<file path="config.mk">
export PLATFORM = sky130hd
export DESIGN_NAME = piso_serial_scheduler
export DESIGN_NICKNAME = d
export VERILOG_FILES = /design/src/rtl/piso_sched_pkg.sv /design/src/rtl/rr_arbiter.sv /design/src/rtl/piso_serial_scheduler.sv
export SDC_FILE = /design/constraint.sdc
export NUM_CORES = 1
export LEC_CHECK = 0
export CAP_MARGIN = 30
export CORE_MARGIN = 3
export CORE_UTILIZATION = 44
export DETAILED_ROUTE_END_ITERATION = 10
export PLACE_DENSITY = 0.85
export SLEW_MARGIN = 5
export SYNTH_ARGS = -nofsm -noshare
export SYNTH_HDL_FRONTEND = slang
export SYNTH_HIERARCHICAL = 1
export SYNTH_SLANG_ARGS = --single-unit
</file>
<file path="constraint.sdc">
create_clock -name clk -period 3 [get_ports clk]
set_input_delay 0.45 -clock clk [delete_from_list [all_inputs] [get_ports clk]]
set_output_delay 0.45 -clock clk [all_outputs]
set_load 0.01 [all_outputs]
</file>
<file path="src/rtl/piso_sched_pkg.sv">
// Shared types and sizing helpers for the PISO serial scheduler.
package piso_sched_pkg;

  typedef enum logic [1:0] {
    StIdle  = 2'd0,
    StShift = 2'd1,
    StGap   = 2'd2
  } state_e;

  // Width of a counter that must hold 0..n; never narrower than one bit.
  function automatic int unsigned cnt_width(input int unsigned n);
    return (n == 0) ? 1 : $clog2(n + 1);
  endfunction

endpackage

</file>
<file path="src/rtl/rr_arbiter.sv">
// Combinational round-robin arbiter: searches upward from last_grant+1, wrapping at NREQ.
module rr_arbiter #(
  parameter int unsigned NREQ = 4
) (
  input  logic [NREQ-1:0]         i_req,
  input  logic [$clog2(NREQ)-1:0] i_last_grant,
  output logic [NREQ-1:0]         o_grant,
  output logic [$clog2(NREQ)-1:0] o_grant_idx,
  output logic                    o_any_grant
);

  localparam int unsigned IW = $clog2(NREQ);

  int unsigned w_cand;

  always_comb begin
    o_grant     = '0;
    o_grant_idx = '0;
    o_any_grant = 1'b0;
    w_cand      = 0;
    for (int unsigned off = 1; off <= NREQ; off++) begin
      w_cand = (32'(i_last_grant) + off) % NREQ;
      if (!o_any_grant && i_req[w_cand[IW-1:0]]) begin
        o_any_grant                 = 1'b1;
        o_grant[w_cand[IW-1:0]]     = 1'b1;
        o_grant_idx                 = w_cand[IW-1:0];
      end
    end
  end

endmodule

</file>
<file path="src/rtl/piso_serial_scheduler.sv">
// Round-robin shared parallel-in/serial-out serializer with frame/done/owner sideband.
module piso_serial_scheduler
  import piso_sched_pkg::*;
#(
  parameter int unsigned WIDTH     = 8,
  parameter int unsigned NREQ      = 4,
  parameter int unsigned MSB_FIRST = 1,
  parameter int unsigned GAP       = 1
) (
  input  logic                    clk,
  input  logic                    reset,
  input  logic [NREQ-1:0]         req_valid,
  input  logic [NREQ*WIDTH-1:0]   req_data,
  output logic [NREQ-1:0]         req_ready,
  output logic                    dout,
  output logic                    frame,
  output logic [$clog2(NREQ)-1:0] sel,
  output logic                    busy,
  output logic                    done
);

  localparam int unsigned IW = $clog2(NREQ);
  localparam int unsigned BW = cnt_width(WIDTH);
  localparam int unsigned GW = cnt_width(GAP);
  localparam logic [BW-1:0] LastBit = BW'(WIDTH);
  localparam logic [GW-1:0] LastGap = GW'(GAP);

  state_e            r_state, w_state_d;
  logic [WIDTH-1:0]  r_shift, w_shift_d;
  logic [BW-1:0]     r_bit_cnt, w_bit_cnt_d;
  logic [GW-1:0]     r_gap_cnt, w_gap_cnt_d;
  logic              r_dout, w_dout_d;
  logic              r_frame, w_frame_d;
  logic              r_busy, w_busy_d;
  logic              r_done, w_done_d;
  logic [IW-1:0]     r_sel, w_sel_d;
  logic [IW-1:0]     r_last_grant, w_last_grant_d;

  logic [NREQ-1:0]   w_grant;
  logic [IW-1:0]     w_grant_idx;
  logic              w_any_grant;
  logic              w_accept;
  logic [WIDTH-1:0]  w_word;
  logic [WIDTH-1:0]  w_word_msb;

  rr_arbiter #(
    .NREQ (NREQ)
  ) u_arb (
    .i_req        (req_valid),
    .i_last_grant (r_last_grant),
    .o_grant      (w_grant),
    .o_grant_idx  (w_grant_idx),
    .o_any_grant  (w_any_grant)
  );

  assign w_accept  = (r_state == StIdle) && w_any_grant;
  assign req_ready = ((r_state == StIdle) && !reset) ? w_grant : '0;
  assign w_word    = req_data[w_grant_idx*WIDTH +: WIDTH];

  // The shifter always emits its top bit; LSB-first words are mirrored on load.
  if (MSB_FIRST != 0) begin : g_msb_first
    assign w_word_msb = w_word;
  end else begin : g_lsb_first
    always_comb begin
      w_word_msb = '0;
      for (int i = 0; i < WIDTH; i++) begin
        w_word_msb[i] = w_word[WIDTH-1-i];
      end
    end
  end

  always_ff @(posedge clk or posedge reset) begin
    if (reset) begin
      r_state <= StIdle;
    end else begin
      r_state <= w_state_d;
    end
  end

  always_comb begin
    w_state_d = r_state;
    unique case (r_state)
      StIdle:  if (w_accept) w_state_d = StShift;
      StShift: if (r_bit_cnt == LastBit) w_state_d = (GAP == 0) ? StIdle : StGap;
      StGap:   if (r_gap_cnt == LastGap) w_state_d = StIdle;
      default: w_state_d = StIdle;
    endcase
  end

  always_comb begin
    w_shift_d      = r_shift;
    w_bit_cnt_d    = r_bit_cnt;
    w_gap_cnt_d    = r_gap_cnt;
    w_dout_d       = 1'b0;
    w_frame_d      = 1'b0;
    w_done_d       = 1'b0;
    w_sel_d        = r_sel;
    w_last_grant_d = r_last_grant;
    w_busy_d       = (w_state_d != StIdle);
    unique case (r_state)
      StIdle: begin
        if (w_accept) begin
          // First bit goes out on the same edge the word is captured.
          w_dout_d       = w_word_msb[WIDTH-1];
          w_shift_d      = {w_word_msb[WIDTH-2:0], 1'b0};
          w_bit_cnt_d    = BW'(1);
          w_frame_d      = 1'b1;
          w_sel_d        = w_grant_idx;
          w_last_grant_d = w_grant_idx;
        end
      end
      StShift: begin
        if (r_bit_cnt == LastBit) begin
          w_bit_cnt_d = '0;
          w_gap_cnt_d = GW'(1);
          w_done_d    = 1'b1;
        end else begin
          w_dout_d    = r_shift[WIDTH-1];
          w_shift_d   = {r_shift[WIDTH-2:0], 1'b0};
          w_bit_cnt_d = r_bit_cnt + 1'b1;
          w_frame_d   = 1'b1;
        end
      end
      StGap: begin
        w_gap_cnt_d = r_gap_cnt + 1'b1;
      end
      default: ;
    endcase
  end

  always_ff @(posedge clk or posedge reset) begin
    if (reset) begin
      r_shift      <= '0;
      r_bit_cnt    <= '0;
      r_gap_cnt    <= '0;
      r_dout       <= 1'b0;
      r_frame      <= 1'b0;
      r_busy       <= 1'b0;
      r_done       <= 1'b0;
      r_sel        <= '0;
      r_last_grant <= IW'(NREQ - 1);
    end else begin
      r_shift      <= w_shift_d;
      r_bit_cnt    <= w_bit_cnt_d;
      r_gap_cnt    <= w_gap_cnt_d;
      r_dout       <= w_dout_d;
      r_frame      <= w_frame_d;
      r_busy       <= w_busy_d;
      r_done       <= w_done_d;
      r_sel        <= w_sel_d;
      r_last_grant <= w_last_grant_d;
    end
  end

  assign dout  = r_dout;
  assign frame = r_frame;
  assign busy  = r_busy;
  assign done  = r_done;
  assign sel   = r_sel;

endmodule
</file>
# Yosys cells after proc, flatten, opt, wreduce, memory -nomap -nowiden

Cells that the tools add are included.
W data, S select, Z words.

Bits in registers: 23
Latch bits: 0
Bits in writable memories: 0
ROM bits: 0
Bits of input ports: 38
Output and inout port bits: 10
Logic and storage cells: 104
Memories kept: 0

$add $sub $neg: 6
$mul: 0
Div/mod/pow operators: 0
$lt $le $gt $ge: 8
Equal/unequal tests: 6
Shift operators: 1
Multiplexer cells: 49
Bitwise operators: 3
Reductions and logical operators: 21

Operator list:

| operator              | number |
|---|---|
| $shiftx A32 B6 Y8     | 1 |
| $mux W4               | 7 |
| $mux W1               | 19 |
| $mux W8               | 2 |
| $pmux W8 S2           | 1 |
| $mux W2               | 7 |
| $lt A2 B3 Y1 const B  | 4 |
| $or A4 B4 Y4          | 3 |
| $logic_and A1 B1 Y1   | 9 |
| $bmux W1 S2           | 4 |
| $demux W1 S2          | 4 |
| $ge A2 B1 Y1 const B  | 4 |
| $pmux W4 S2           | 1 |
| $ne A2 B2 Y1 const B  | 3 |
| $pmux W1 S2           | 3 |
| $pmux W2 S3           | 1 |
| $reduce_and A2 Y1     | 3 |
| $reduce_bool A2 Y1    | 3 |
| $add A2 B1 Y2 const B | 2 |
| $add A2 B2 Y2 const B | 2 |
| $add A4 B1 Y4 const B | 1 |
| $eq A4 B4 Y1 const B  | 1 |
| $logic_not A1 Y1      | 4 |
| $reduce_and A3 Y1     | 1 |
| 4 further kinds       | 4 |

# Longest topological paths before layout

Gate-level depths: netlist of the first run.

Depth after elaboration: 17
Mapped depth: 13
Gate-level depth less buffers: 9

# Modules after synthesis

Netlist of the first run, hierarchy kept.

Modules (own cells, without submodules):

| module                | instances | cells an instance | area an instance (um^2) | sequential area each (um^2) |
|---|---|---|---|---|
| piso_serial_scheduler | 1         | 107               | 1,207.4                 | 553.0 |
| rr_arbiter            | 1         | 86                | 629.4                   | 0.0 |

# Worst setup path after synthesis of the first run

No wires, ideal clock.

Kind: register to register
Start: register r_last_grant[0]
End: register r_dout (netlist: dout)
Setup time: 0.122 ns
Arrival time: 3.180 ns
Data required time: 2.878 ns
Slack: -0.302 ns
Stages on the path, launching flop included: 13
Buffers on the path: 4
Period minus slack after synthesis: 3.302 ns
Cells stage by stage: dfstp_2 > buf_6 > buf_2 > inv_1 > ha_1 > clkbuf_1 > a21oi_1 > a211oi_1 > a311o_1 > a221oi_1 > buf_4 > mux4_2 > a32o_1

Cells in the longest elaborated chain, start to end: 16
Elaborated cells between the ends (all ways): 30
Those cells by class: 4 x add/sub; 1 x shift; 18 x mux; 7 x reduce/logical

Ends and longest elaborated chain:

| item                          | RTL line                     | RTL |
|---|---|---|
| start, declared               | piso_serial_scheduler.sv:37  | `logic [IW-1:0] r_last_grant, w_last_grant_d;` |
| start signal, assigned        | piso_serial_scheduler.sv:141 | `r_last_grant <= IW'(NREQ - 1);` |
| start signal, assigned        | piso_serial_scheduler.sv:151 | `r_last_grant <= w_last_grant_d;` |
| $add A2 B1 Y2                 | rr_arbiter.sv:22             | `w_cand = (32'(i_last_grant) + off) % NREQ;` |
| $bmux W1 S2                   | rr_arbiter.sv:23             | `if (!o_any_grant && i_req[w_cand[IW-1:0]]) begin` |
| $mux W1 (not written as such) | rr_arbiter.sv:23             |  |
| $mux W1                       | rr_arbiter.sv:23             |  |
| $logic_not A1 Y1              | rr_arbiter.sv:23             |  |
| $logic_and A1 B1 Y1           | rr_arbiter.sv:23             |  |
| $mux W1                       | rr_arbiter.sv:23             |  |
| $logic_not A1 Y1              | rr_arbiter.sv:23             |  |
| [2 not listed]                | n/a                          |  |
| $logic_not A1 Y1              | rr_arbiter.sv:23             |  |
| $logic_and A1 B1 Y1           | rr_arbiter.sv:23             |  |
| $mux W2 *                     | rr_arbiter.sv:23             |  |
| net w_grant_idx[0]            | piso_serial_scheduler.sv:40  | `logic [IW-1:0] w_grant_idx;` |
| $shiftx A32 B6 Y8 *           | piso_serial_scheduler.sv:58  | `assign w_word = req_data[w_grant_idx*WIDTH +: WIDTH];` |
| $mux W1 *                     | piso_serial_scheduler.sv:102 | `if (w_accept) begin` |
| $pmux W1 S2 *                 | piso_serial_scheduler.sv:100 | `unique case (r_state)` |
| net w_dout_d                  | piso_serial_scheduler.sv:32  | `logic r_dout, w_dout_d;` |
| end signal, assigned          | piso_serial_scheduler.sv:146 | `r_dout <= w_dout_d;` |
| end, declared                 | piso_serial_scheduler.sv:32  |  |

Mark *: on every way through the listed nets, which the timed path passes. The rest lies on a longest branch. The select of a mux whose other input is x is not followed.
A chain may end at the register's enable or synchronous reset.

# Worst setup path after layout of the first run

Start: input req_valid[0]
End: output req_ready[3]

Cells in the longest elaborated chain, start to end: 13
Elaborated cells between the ends (all ways): 25
Those cells by class: 16 x mux; 3 x bitwise; 6 x reduce/logical

Ends and longest elaborated chain:

| item                          | RTL line                    | RTL |
|---|---|---|
| start, declared               | piso_serial_scheduler.sv:12 | `input logic [NREQ-1:0] req_valid,` |
| $bmux W1 S2                   | rr_arbiter.sv:23            |  |
| $mux W1 (not written as such) | rr_arbiter.sv:23            |  |
| $mux W1                       | rr_arbiter.sv:23            |  |
| $logic_not A1 Y1              | rr_arbiter.sv:23            |  |
| $logic_and A1 B1 Y1           | rr_arbiter.sv:23            |  |
| $mux W1                       | rr_arbiter.sv:23            |  |
| $logic_not A1 Y1              | rr_arbiter.sv:23            |  |
| $logic_and A1 B1 Y1           | rr_arbiter.sv:23            |  |
| $mux W1                       | rr_arbiter.sv:23            |  |
| $logic_not A1 Y1              | rr_arbiter.sv:23            |  |
| $logic_and A1 B1 Y1           | rr_arbiter.sv:23            |  |
| $mux W4 *                     | rr_arbiter.sv:23            |  |
| net w_grant[3]                | piso_serial_scheduler.sv:39 | `logic [NREQ-1:0] w_grant;` |
| $mux W4 *                     | piso_serial_scheduler.sv:57 | `assign req_ready = ((r_state == StIdle) && !reset) ? w_grant : '0;` |
| end, declared                 | piso_serial_scheduler.sv:14 | `output logic [NREQ-1:0] req_ready,` |

Marks and branches as above.

==> out/qor.csv, run 1 <==
metric,value,unit
worst-case reg-to-reg path depth,10,
VDD IR max,446,µV
hold_ws,0.501,ns
post-synthesis cell type count,42,
area grow syn2layout,40.1,%
Async SR Flop Fraction,100,%
met1 WL,2080,µm
1st-iter DRT viols,100,
fraction of layout cells with a size suffix above 1,20.9,%
"Data arrival, critical path",2.53,ns
post-synthesis simple-gate area fraction,18.5,%
synthesized instance count,193,
die width,70.6,µm
main combinational cell family by area after synthesis,compound AO/OA/AOI/OAI gates,
Crit Path Category,input port to output pin,
Least-Margin Pin Slew,0.812,ns
max-cap viol count,0,
gr ovfl total,0,
pwr/cell area,936,nW/µm²
most frequent cells in the layout,"clkdlybuf4s50_1, nand2_1, buf_4, dfrtp_1, inv_1",
Yosys top cell area share,27.2,%
max frequency,336,MHz
synthesized area,1840,µm²
register bit total from synthesis,22,
Worst Clk Skew,0.00411,ns
area share of fa/ha/maj cells after synthesis,6.81,%
Vias,1815,
leakage power,1.10,nW
drt first pass iters,4,
multiplexer share of the synthesized area,14.5,%
Post-synth EDFFs,0,
post-route setup slack,0.0213,ns
Routed WL per cell,15.5,µm
setup_tns,0,ns
WL final,4670,µm
Setup WS pre-CTS,-0.277,ns
Root Driver,clkbuf_8,
Final Hold Viols,0,
Ant. Diodes,0,
nets@finish,304,
DRC violations left,0,
ranking of synthesized cells by area,"dfrtp_1, mux4_2, ha_1, nand2_1, a221oi_1",
first-pass GRT wire length,8070,µm
CTS Sinks,22,
number of antenna violations at the first check in global routing,0,
r2r startpoint,r_last_grant[0]$_DFFE_PP1P_,
reg2reg end,dout$_DFF_PP0_,
largest net degree at the start of global routing,23,
Die Height,70.6,µm
syn_nets,241,
"commonest non-fill, non-tap cell in the layout",clkdlybuf4s50_1,
cts bufs inserted,3,
clk_lat worst skew,0.26,ns
met2 routed WL,2140,µm
max_slew headroom,45.8,%
Mapped Avg Cell Area,9.52,µm²
clk buf depth,2,
H-tree depth,1,
clk slew on worst S/H paths,0.08,ns
met3 wire len,331,µm
CTS tree,yes,
Hold Crit Class,register to register,
num rows,22,
I/O Buffers,47,
post-synthesis xor/xnor area fraction,0.477,%
Die ar.,4990,µm²
commonest register cell after synthesis,dfrtp_1,
RePlAce Congestion,0.812,
GRT Overall Usage,19.7,%
Final setup viols,0,
Worst Setup SP,req_valid[0],
DR vias/cell,6.01,
top layer in use,met4,
half-perimeter wire length after placement,3350,µm
Syn. warnings,6,
Synth Area in Compound Gates,22.5,%
crit share post-route,99.3,%
register area share after synthesis,30.1,%
initial core utilization,48.0,%
Yosys top cell by area,dfrtp_1,
kind of end point of the critical path,output pin,
FILL cells,300,
max-slew violations,0,
"antenna viol nets, final",0,
status,finished clean,
Worst R2R Setup Slack,0.09,ns
Period minus WS final,2.98,ns
critical path peak fanout,11,
core area,3830,µm²
crit path to,req_ready[3],
Required @ worst endpoint,2.55,ns
vias in the first global route,1825,
Hold Buf Count CTS,0,
# IOs,48,
Worst setup SP type,input port,
RSZ-0062 raised after global routing,yes,
==> sequential cells by signal (all words and copies together), names as in the netlist <==
name / flops
r_shift: 7
r_bit_cnt: 4
r_last_grant: 2
r_state: 2
sel: 2
busy: 1
done: 1
dout: 1
frame: 1
r_gap_cnt: 1
==> routing by layer <==
metal | global-route usage (%) | up-vias
li1 | - | 860
met1 | 25.6 | 857
met2 | 31.1 | 81
met3 | 5.82 | 17
met4 | 7.93 | 0
met5 | 0 | -
==> area by class of cell <==
cell class              count  area [µm²]  share of cell area, %
clock buffers               3        41.3                   1.61
well taps                  48        60.1                   2.33
repair buffers             71         662                   25.7
multi-input cells         145        1210                   46.9
inverters                  13        48.8                   1.90
flip-flops and latches     22         553                   21.5
==> critical path, stage by stage <==
cell and delay (ns):
clkdlybuf4s50_1 0.46, buf_4 0.20, mux4_2 0.47, buf_4 0.16, a2111o_1 0.39, and2_1 0.13
dlygate4sd2_1 0.27
==> cells by family after synthesis <==
kind of cell	after synthesis
mux	14
simple gates	66
buf+inv	27
xor+xnor	1
flops	22
compound gates	53
fa+ha+maj	10
==> report_power, final <==
part | switching (mW) | internal (mW)
logic | 0.789 | 0.862
registers | 0.131 | 0.444
clock network | 0.0910 | 0.0896
total | 1.01 | 1.40
==> how the worst min path moves through the flow <==
stage | startpoint | end | slack [ns] | cells past startpoint
2_1_floorplan | reset | busy$_DFF_PP0_ | 0.44 | 1
3_3_place_gp | sel[0]$_DFFE_PP0P_ | sel[0]$_DFFE_PP0P_ | 0.47 | 2
3_5_place_dp | sel[1]$_DFFE_PP0P_ | sel[1]$_DFFE_PP0P_ | 0.47 | 2
4_1_cts | sel[1]$_DFFE_PP0P_ | sel[1]$_DFFE_PP0P_ | 0.50 | 2
5_1_grt | sel[1]$_DFFE_PP0P_ | sel[1]$_DFFE_PP0P_ | 0.51 | 2
6_report | sel[1]$_DFFE_PP0P_ | sel[1]$_DFFE_PP0P_ | 0.50 | 2
==> cells in the mapped netlist, types with 3 or more instances <==
| master | number |
|---|---|
| nand2b_1 | 4 |
| nor2_1 | 7 |
| mux4_2 | 10 |
| nand3_1 | 3 |
| inv_1 | 13 |
| dfrtp_1 | 20 |
| a221oi_1 | 7 |
| nand2_1 | 27 |
| nand4_1 | 6 |
| a21oi_1 | 5 |
| a2bb2oi_1 | 6 |
| clkbuf_1 | 4 |
| and2_1 | 4 |
| a211oi_1 | 3 |
| ha_1 | 10 |
| o31ai_1 | 5 |
| o21ai_0 | 7 |
| or3_1 | 5 |
| a31oi_1 | 8 |
| mux2i_1 | 3 |
| buf_2 | 6 |
| a2111o_1 | 4 |
==> through the flow <==
stage	cell area, µm²	power [mW]	std cells	utilization, %
finish	2570	2.41	302	67.2
global route	2570	2.61	302	67.2
CTS	2550	2.36	301	66.5
detailed placement	2420	2.10	290	63.3
global placement	2420	2.05	290	63.3
floorplan	1870	1.71	193	-
==> repair_timing <==
action | CTS | global route
setup buffers | 7 | 1
pin swaps | 3 | 2
gates cloned | 1 | 0
setup endpoints to repair | 4 | 12
resized for setup | 10 | 7
(Power assumes the default switching activity.)
==> run 2, diff against run 1 <==
--- a/config.mk
+++ b/config.mk
@@ -6,6 +6,7 @@
 export NUM_CORES = 1
 export LEC_CHECK = 0
 export CAP_MARGIN = 30
+export CORE_ASPECT_RATIO = 1.4
 export CORE_MARGIN = 3
 export CORE_UTILIZATION = 44
 export DETAILED_ROUTE_END_ITERATION = 10
==> run 2 against run 1 <==
Utilization fell by 1.2 points. Register-to-register slack improved by 0.04 ns. Clock power rose by 19%. Non-clock buffer count rose by 7. Routed wire length increased by 9.1%. Critical path depth is the same. Clock-buffer cell count rose by 1. Global-route usage increased by 2.1 points. Cell count grew 0.66%. Critical path type is now register to output pin. Critical endpoint is now req_ready[1]. Largest cell class unchanged.
==> out/qor.csv, run 2 (synthesized netlist as in run 1, its figures left out) <==
metric,value,unit,change
max frequency,341,MHz,was 336 MHz
DRC violations left,0,,unchanged
largest net degree at the start of global routing,23,,unchanged
leakage power,1.11,nW,was 1.10 nW
worst-case reg-to-reg path depth,10,,unchanged
Ant. Diodes,0,,unchanged
Largest regs,"r_shift (7), r_bit_cnt (4)",,unchanged
max reg flops,7,,unchanged
vias in the first global route,1842,,"was 1,825"
area grow syn2layout,43.3,%,was 40.1%
most frequent cells in the layout,"clkdlybuf4s50_1, buf_4, nand2_1, dfrtp_1, inv_1",,"was clkdlybuf4s50_1, nand2_1, buf_4, dfrtp_1, inv_1"
WL final,5090,µm,was 4670 µm
Routed WL per cell,16.8,µm,was 15.5 µm
first-pass GRT wire length,8230,µm,was 8070 µm
Final Hold Viols,0,,unchanged
I/O Buffers,47,,unchanged
Worst R2R Setup Slack,0.13,ns,was 0.09 ns
status,finished clean,,unchanged
Final Total Pwr,2.56,mW,was 2.41 mW
cts bufs inserted,3,,unchanged
H-tree depth,1,,unchanged
CTS tree,yes,,unchanged
nets@finish,310,,was 304
GRT Overall Usage,21.8,%,was 19.7%
die width,60.6,µm,was 70.6 µm
placed instance count,287,,was 290
Die ar.,5000,µm²,was 4990 µm²
Sw Share,42.1,%,was 42.0%
top layer in use,met4,,unchanged
drt first pass iters,4,,unchanged
met3 wire len,275,µm,was 331 µm
"Data arrival, critical path",2.49,ns,was 2.53 ns
max-cap viol count,0,,unchanged
crit share post-route,97.9,%,was 99.3%
Final setup viols,0,,unchanged
"commonest non-fill, non-tap cell in the layout",clkdlybuf4s50_1,,unchanged
CTS Sinks,22,,unchanged
Worst setup SP type,register,,was input port
critical path peak fanout,6,,was 11
critical hold path startpoint,sel[0]$_DFFE_PP0P_,,was sel[1]$_DFFE_PP0P_
max_slew headroom,44.5,%,was 45.8%
Worst Clk Skew,0.00210,ns,was 0.00411 ns
core area,3990,µm²,was 3830 µm²
Hold Path End,sel[0]$_DFFE_PP0P_,,was sel[1]$_DFFE_PP0P_
NetSw,1.08,mW,was 1.01 mW
crit path cell chain,mux4_2 -> buf_4 -> or3_1 -> a21oi_2 -> a2111o_1 -> and2_1 -> buf_2,,was clkdlybuf4s50_1 -> buf_4 -> mux4_2 -> buf_4 -> a2111o_1 -> and2_1 -> dlygate4sd2_1
DR vias/cell,6.16,,was 6.01
1st-iter DRT viols,149,,was 100
Least-Margin Pin Slew,0.831,ns,was 0.812 ns
clk slew on worst S/H paths,0.08,ns,about the same
setup_tns,0,ns,unchanged
Period minus WS final,2.94,ns,was 2.98 ns
Die Height,82.4,µm,was 70.6 µm
# IOs,48,,unchanged
Biggest register,r_shift,,unchanged
pwr/cell area,974,nW/µm²,was 936 nW/µm²
clk buf depth,2,,unchanged
Root Driver,clkbuf_8,,unchanged
Vias,1873,,"was 1,815"
Sequential Power Share,22.7,%,was 23.9%
Crit Path Category,register to output pin,,was input port to output pin
reg2reg end,dout$_DFF_PP0_,,unchanged
kind of end point of the critical path,output pin,,unchanged
critical path buffer and inverter count,2,,was 4
Required @ worst endpoint,2.55,ns,about the same
Comb pwr share,68.9,%,was 68.6%
met2 routed WL,2860,µm,was 2140 µm
"slowest stage delay, CP",0.64,ns,was 0.47 ns
CP top delay family,flip-flops,,was buffers and inverters
number of antenna violations at the first check in global routing,0,,unchanged
half-perimeter wire length after placement,3620,µm,was 3350 µm
fraction of layout cells with a size suffix above 1,26.4,%,was 20.9%
Slowest cell on crit path,dfstp_2,,was mux4_2
Clk pwr share,8.4,%,was 7.5%
initial core utilization,46.1,%,was 48.0%
WHS Path Cells,2,,unchanged
Int Pwr,1.48,mW,was 1.40 mW
Hold Crit Class,register to register,,unchanged
num rows,27,,was 22
"non-filler cells, final",304,,was 302
"antenna viol nets, final",0,,unchanged
clk_lat worst skew,0.27,ns,was 0.26 ns
met1 WL,1840,µm,was 2080 µm
max-slew violations,0,,unchanged
VDD IR max,486,µV,was 446 µV
gr ovfl total,0,,unchanged
r2r startpoint,r_last_grant[0]$_DFFE_PP1P_,,unchanged
RePlAce Congestion,0.896,,was 0.812
## run 2: cell types whose count changed in the layout (fill, tap and decap cells not counted), sizes merged
cell / before / now
clkdlybuf4s50: 40 / 41
clkbuf: 3 / 6
buf: 24 / 33
dlygate4sd2: 3 / 2
clkdlybuf4s15: 2 / 0
mux4: 11 / 10
dlymetal6s2s: 2 / 0
## run 2: stage by stage
step	cell area [µm²]	worst slack, ns	hold WS (ns)	util (%)
after floorplan	1870	0.0186	0.438	-
after global placement	2430	-0.192	0.472	61.0
after detailed placement	2430	-0.241	0.467	61.0
after CTS	2580	-0.0672	0.487	64.7
after global routing	2630	-0.0251	0.505	66.0
final	2630	0.0638	0.487	66.0
## run 2: how the worst max path moves through the flow
stage | start | endpoint | cells after the start | slack [ns]
final | r_last_grant[0]$_DFFE_PP1P_ | req_ready[1] | 7 | 0.06
after global routing | r_last_grant[0]$_DFFE_PP1P_ | req_ready[1] | 7 | -0.03
after CTS | r_last_grant[0]$_DFFE_PP1P_ | req_ready[0] | 7 | -0.07
after detailed placement | req_valid[2] | req_ready[0] | 7 | -0.24
after global placement | req_valid[2] | req_ready[2] | 7 | -0.19
after floorplan | r_last_grant[0]$_DFFE_PP1P_ | dout$_DFF_PP0_ | 12 | 0.02
## run 2: cell type report
class / instances / area (µm²)
Clock buffer: 4 / 55.1
Fill cell: 323 / 1360
Inverter: 13 / 51.3
Multi-Input combinational cell: 144 / 1230
Sequential cell: 22 / 553
Tap cell: 43 / 53.8
Timing Repair Buffer: 78 / 692
## run 2: routing by layer
metal	vias up	global-route usage, %
met5	-	0
met4	0	9.33
met3	11	2.33
met2	93	40.4
met1	898	24.6
li1	871	-
## run 2: power groups by stage
stage | Sequential, mW | Combinational (mW) | Clock [mW]
finish | 0.582 | 1.77 | 0.215
detailed placement | 0.576 | 1.55 | 0
CTS | 0.575 | 1.64 | 0.219
global route | 0.604 | 1.93 | 0.236
floorplan | 0.557 | 1.15 | 0
global placement | 0.573 | 1.50 | 0
## run 2: worst min-delay path: stages, from the launching register on
cell and delay (ns):
dfrtp_1 0.35, nand2_1 0.05, nand2_1 0.05
## run 2: repair_timing
| action | in CTS | in global routing |
|---|---|---|
| pin swaps | 5 | 8 |
| resized for setup | 19 | 14 |
| endpoints found under the setup margin | 4 | 12 |
| cloned | 0 | 1 |
| hold buffers | 0 | 0 |
| setup buffers | 6 | 6 |
==> run 3, diff against run 2 <==
--- a/config.mk
+++ b/config.mk
@@ -8,9 +8,9 @@
 export CAP_MARGIN = 30
 export CORE_ASPECT_RATIO = 1.4
 export CORE_MARGIN = 3
-export CORE_UTILIZATION = 44
+export CORE_UTILIZATION = 24
 export DETAILED_ROUTE_END_ITERATION = 10
-export PLACE_DENSITY = 0.85
+export PLACE_DENSITY = 0.54
 export SLEW_MARGIN = 5
 export SYNTH_ARGS = -nofsm -noshare
 export SYNTH_HDL_FRONTEND = slang
==> constraint.sdc (replaced) <==
create_clock -name clk -period 3.8 [get_ports clk]
set_input_delay 0.57 -clock clk [delete_from_list [all_inputs] [get_ports clk]]
set_output_delay 0.57 -clock clk [all_outputs]
set_load 0.01 [all_outputs]
==> run 3 against run 2 <==
Sequential power down 18%. Worst hold slack better by 0.0061 ns. Via count is 11% lower. Utilization shrank 33 points. Sequential share of layout area increased by 1.3 points. Cell count is 11% higher. Global-route usage shrank 11 points.
==> out/qor.csv, run 3 (synthesized netlist as in run 1, its figures left out) <==
metric,value,unit,change
status,finished clean,,unchanged
area grow syn2layout,35.0,%,was 43.3%
RSZ-0062 raised after global routing,no,,
"commonest non-fill, non-tap cell in the layout",clkdlybuf4s50_1,,unchanged
most frequent cells in the layout,"clkdlybuf4s50_1, nand2_1, dfrtp_1, inv_1, buf_4",,"was clkdlybuf4s50_1, buf_4, nand2_1, dfrtp_1, inv_1"
Routed WL per cell,13.3,µm,was 16.8 µm
cts bufs inserted,3,,unchanged
crit path to,req_ready[3],,was req_ready[1]
max_slew headroom,43.7,%,was 44.5%
RePlAce Congestion,0.861,,was 0.896
pwr/cell area,705,nW/µm²,was 974 nW/µm²
1st-iter DRT viols,70,,was 149
Sw Share,42.8,%,was 42.1%
max reg flops,7,,unchanged
reg2reg end,dout$_DFF_PP0_,,unchanged
clk buf depth,2,,unchanged
Period minus WS final,3.55,ns,
WHS Path Cells,2,,unchanged
H-tree depth,1,,unchanged
PostCTS Resize Cnt,0,,was 19
WL final,4500,µm,was 5090 µm
"Data arrival, critical path",2.98,ns,was 2.49 ns
Clk pwr share,8.3,%,was 8.4%
vias in the first global route,1691,,"was 1,842"
Int Pwr,1.00,mW,was 1.48 mW
CTS Sinks,22,,unchanged
Post-DP Area,2430,µm²,about the same
Biggest register,r_shift,,unchanged
kind of end point of the critical path,output pin,,unchanged
VDD IR max,253,µV,was 486 µV
Worst Clk Skew,0.000966,ns,was 0.00210 ns
num rows,37,,was 27
Die ar.,8750,µm²,was 5000 µm²
hold_ws,0.493,ns,was 0.487 ns
r2r startpoint,r_last_grant[0]$_DFFE_PP1P_,,unchanged
die width,79.9,µm,was 60.6 µm
leakage power,0.989,nW,was 1.11 nW
max frequency,281,MHz,
DRC violations left,0,,unchanged
core area,7410,µm²,was 3990 µm²
Final setup viols,0,,unchanged
setup_tns,0,ns,unchanged
clk slew on worst S/H paths,0.08,ns,about the same
first-pass GRT wire length,7620,µm,was 8230 µm
DR vias/cell,4.94,,was 6.16
max-slew violations,0,,unchanged
Worst setup SP type,register,,unchanged
CTS tree,yes,,unchanged
critical path peak fanout,12,,was 6
NetSw,747,µW,was 1.08 mW
Required @ worst endpoint,3.23,ns,was 2.55 ns
Die Height,110,µm,was 82.4 µm
Hold Crit Class,register to register,,unchanged
initial core utilization,24.8,%,was 46.1%
half-perimeter wire length after placement,3550,µm,was 3620 µm
Hold Buf Count CTS,0,,unchanged
largest net degree at the start of global routing,23,,unchanged
Root Driver,clkbuf_8,,unchanged
number of antenna violations at the first check in global routing,0,,unchanged
crit share post-route,93.5,%,
GRT Overall Usage,10.5,%,was 21.8%
clk_lat worst skew,0.25,ns,was 0.27 ns
Sequential Power Share,27.4,%,was 22.7%
Comb pwr share,64.2,%,was 68.9%
Ant. Diodes,0,,unchanged
# IOs,48,,unchanged
postcts setup bufs,0,,was 6
I/O Buffers,47,,unchanged
nets@finish,290,,was 310
final instance area,2480,µm²,was 2630 µm²
Largest regs,"r_shift (7), r_bit_cnt (4)",,unchanged
worst-case reg-to-reg path depth,10,,unchanged
gr ovfl total,0,,unchanged
Crit Path Category,register to output pin,,unchanged
max-cap viol count,0,,unchanged
fraction of layout cells with a size suffix above 1,13.3,%,was 26.4%
Worst R2R Setup Slack,0.54,ns,was 0.13 ns
"antenna viol nets, final",0,,unchanged
Final Hold Viols,0,,unchanged
Worst Setup SP,r_last_grant[0]$_DFFE_PP1P_,,unchanged
Least-Margin Pin Slew,0.842,ns,was 0.831 ns
drt first pass iters,5,,was 4
Vias,1670,,"was 1,873"
-- run 3: worst min-delay path by stage --
| stage | startpoint | to | slack (ns) |
|---|---|---|---|
| floorplan | r_bit_cnt[3]$_DFFE_PP0P_ | r_bit_cnt[3]$_DFFE_PP0P_ | 0.47 |
| CTS | sel[0]$_DFFE_PP0P_ | sel[0]$_DFFE_PP0P_ | 0.50 |
| finish | sel[0]$_DFFE_PP0P_ | sel[0]$_DFFE_PP0P_ | 0.49 |
| detailed placement | sel[0]$_DFFE_PP0P_ | sel[0]$_DFFE_PP0P_ | 0.48 |
| global placement | sel[0]$_DFFE_PP0P_ | sel[0]$_DFFE_PP0P_ | 0.47 |
| global route | sel[0]$_DFFE_PP0P_ | sel[0]$_DFFE_PP0P_ | 0.53 |
-- run 3: worst max-delay path: stages (launching register included) --
cell and delay, ns:
dfstp_2 0.70, inv_1 0.15, ha_1 0.38, nor4bb_1 0.29, a31oi_1 0.07, buf_4 0.16
o31ai_1 0.21, a2111o_1 0.13, and2_1 0.11, clkdlybuf4s50_1 0.53
-- run 3: power groups by stage --
stage / registers [mW] / clock network, mW / logic [mW]
after global routing: 0.497 / 0.160 / 1.26
after CTS: 0.481 / 0.151 / 1.14
after detailed placement: 0.484 / 0 / 1.14
final: 0.480 / 0.145 / 1.12
after floorplan: 0.440 / 0 / 0.862
after global placement: 0.482 / 0 / 1.13
-- run 3: area by class of cell --
type                            count  area, µm²
Tap cell                           97        121
Multi-Input combinational cell    144       1160
Fill cell                         795       4930
Clock buffer                        4       45.0
Sequential cell                    22        553
Inverter                           13       48.8
Timing Repair Buffer               58        553
-- run 3: per-layer routing --
| layer | up-vias | share of wire [%] | track usage (%) | routed length, µm |
|---|---|---|---|---|
| met2 | 54 | 50 | 19.2 | 2230 |
| met4 | 0 | 0.65 | 2.17 | 29 |
| met5 | - | 0 | 0 | 0 |
| met1 | 787 | 44 | 13.0 | 1990 |
| met3 | 4 | 5.5 | 1.56 | 246 |
| li1 | 825 | - | - | - |
-- run 3: metrics by stage --
step,total power [mW],setup slack [ns],util (%),std cells
6_report,1.75,0.246,33.5,338
5_1_grt,1.91,0.0315,33.5,338
4_1_cts,1.77,0.211,33.5,338
3_5_place_dp,1.62,0.279,32.9,334
3_3_place_gp,1.61,0.319,32.9,334
2_1_floorplan,1.30,0.498,-,193
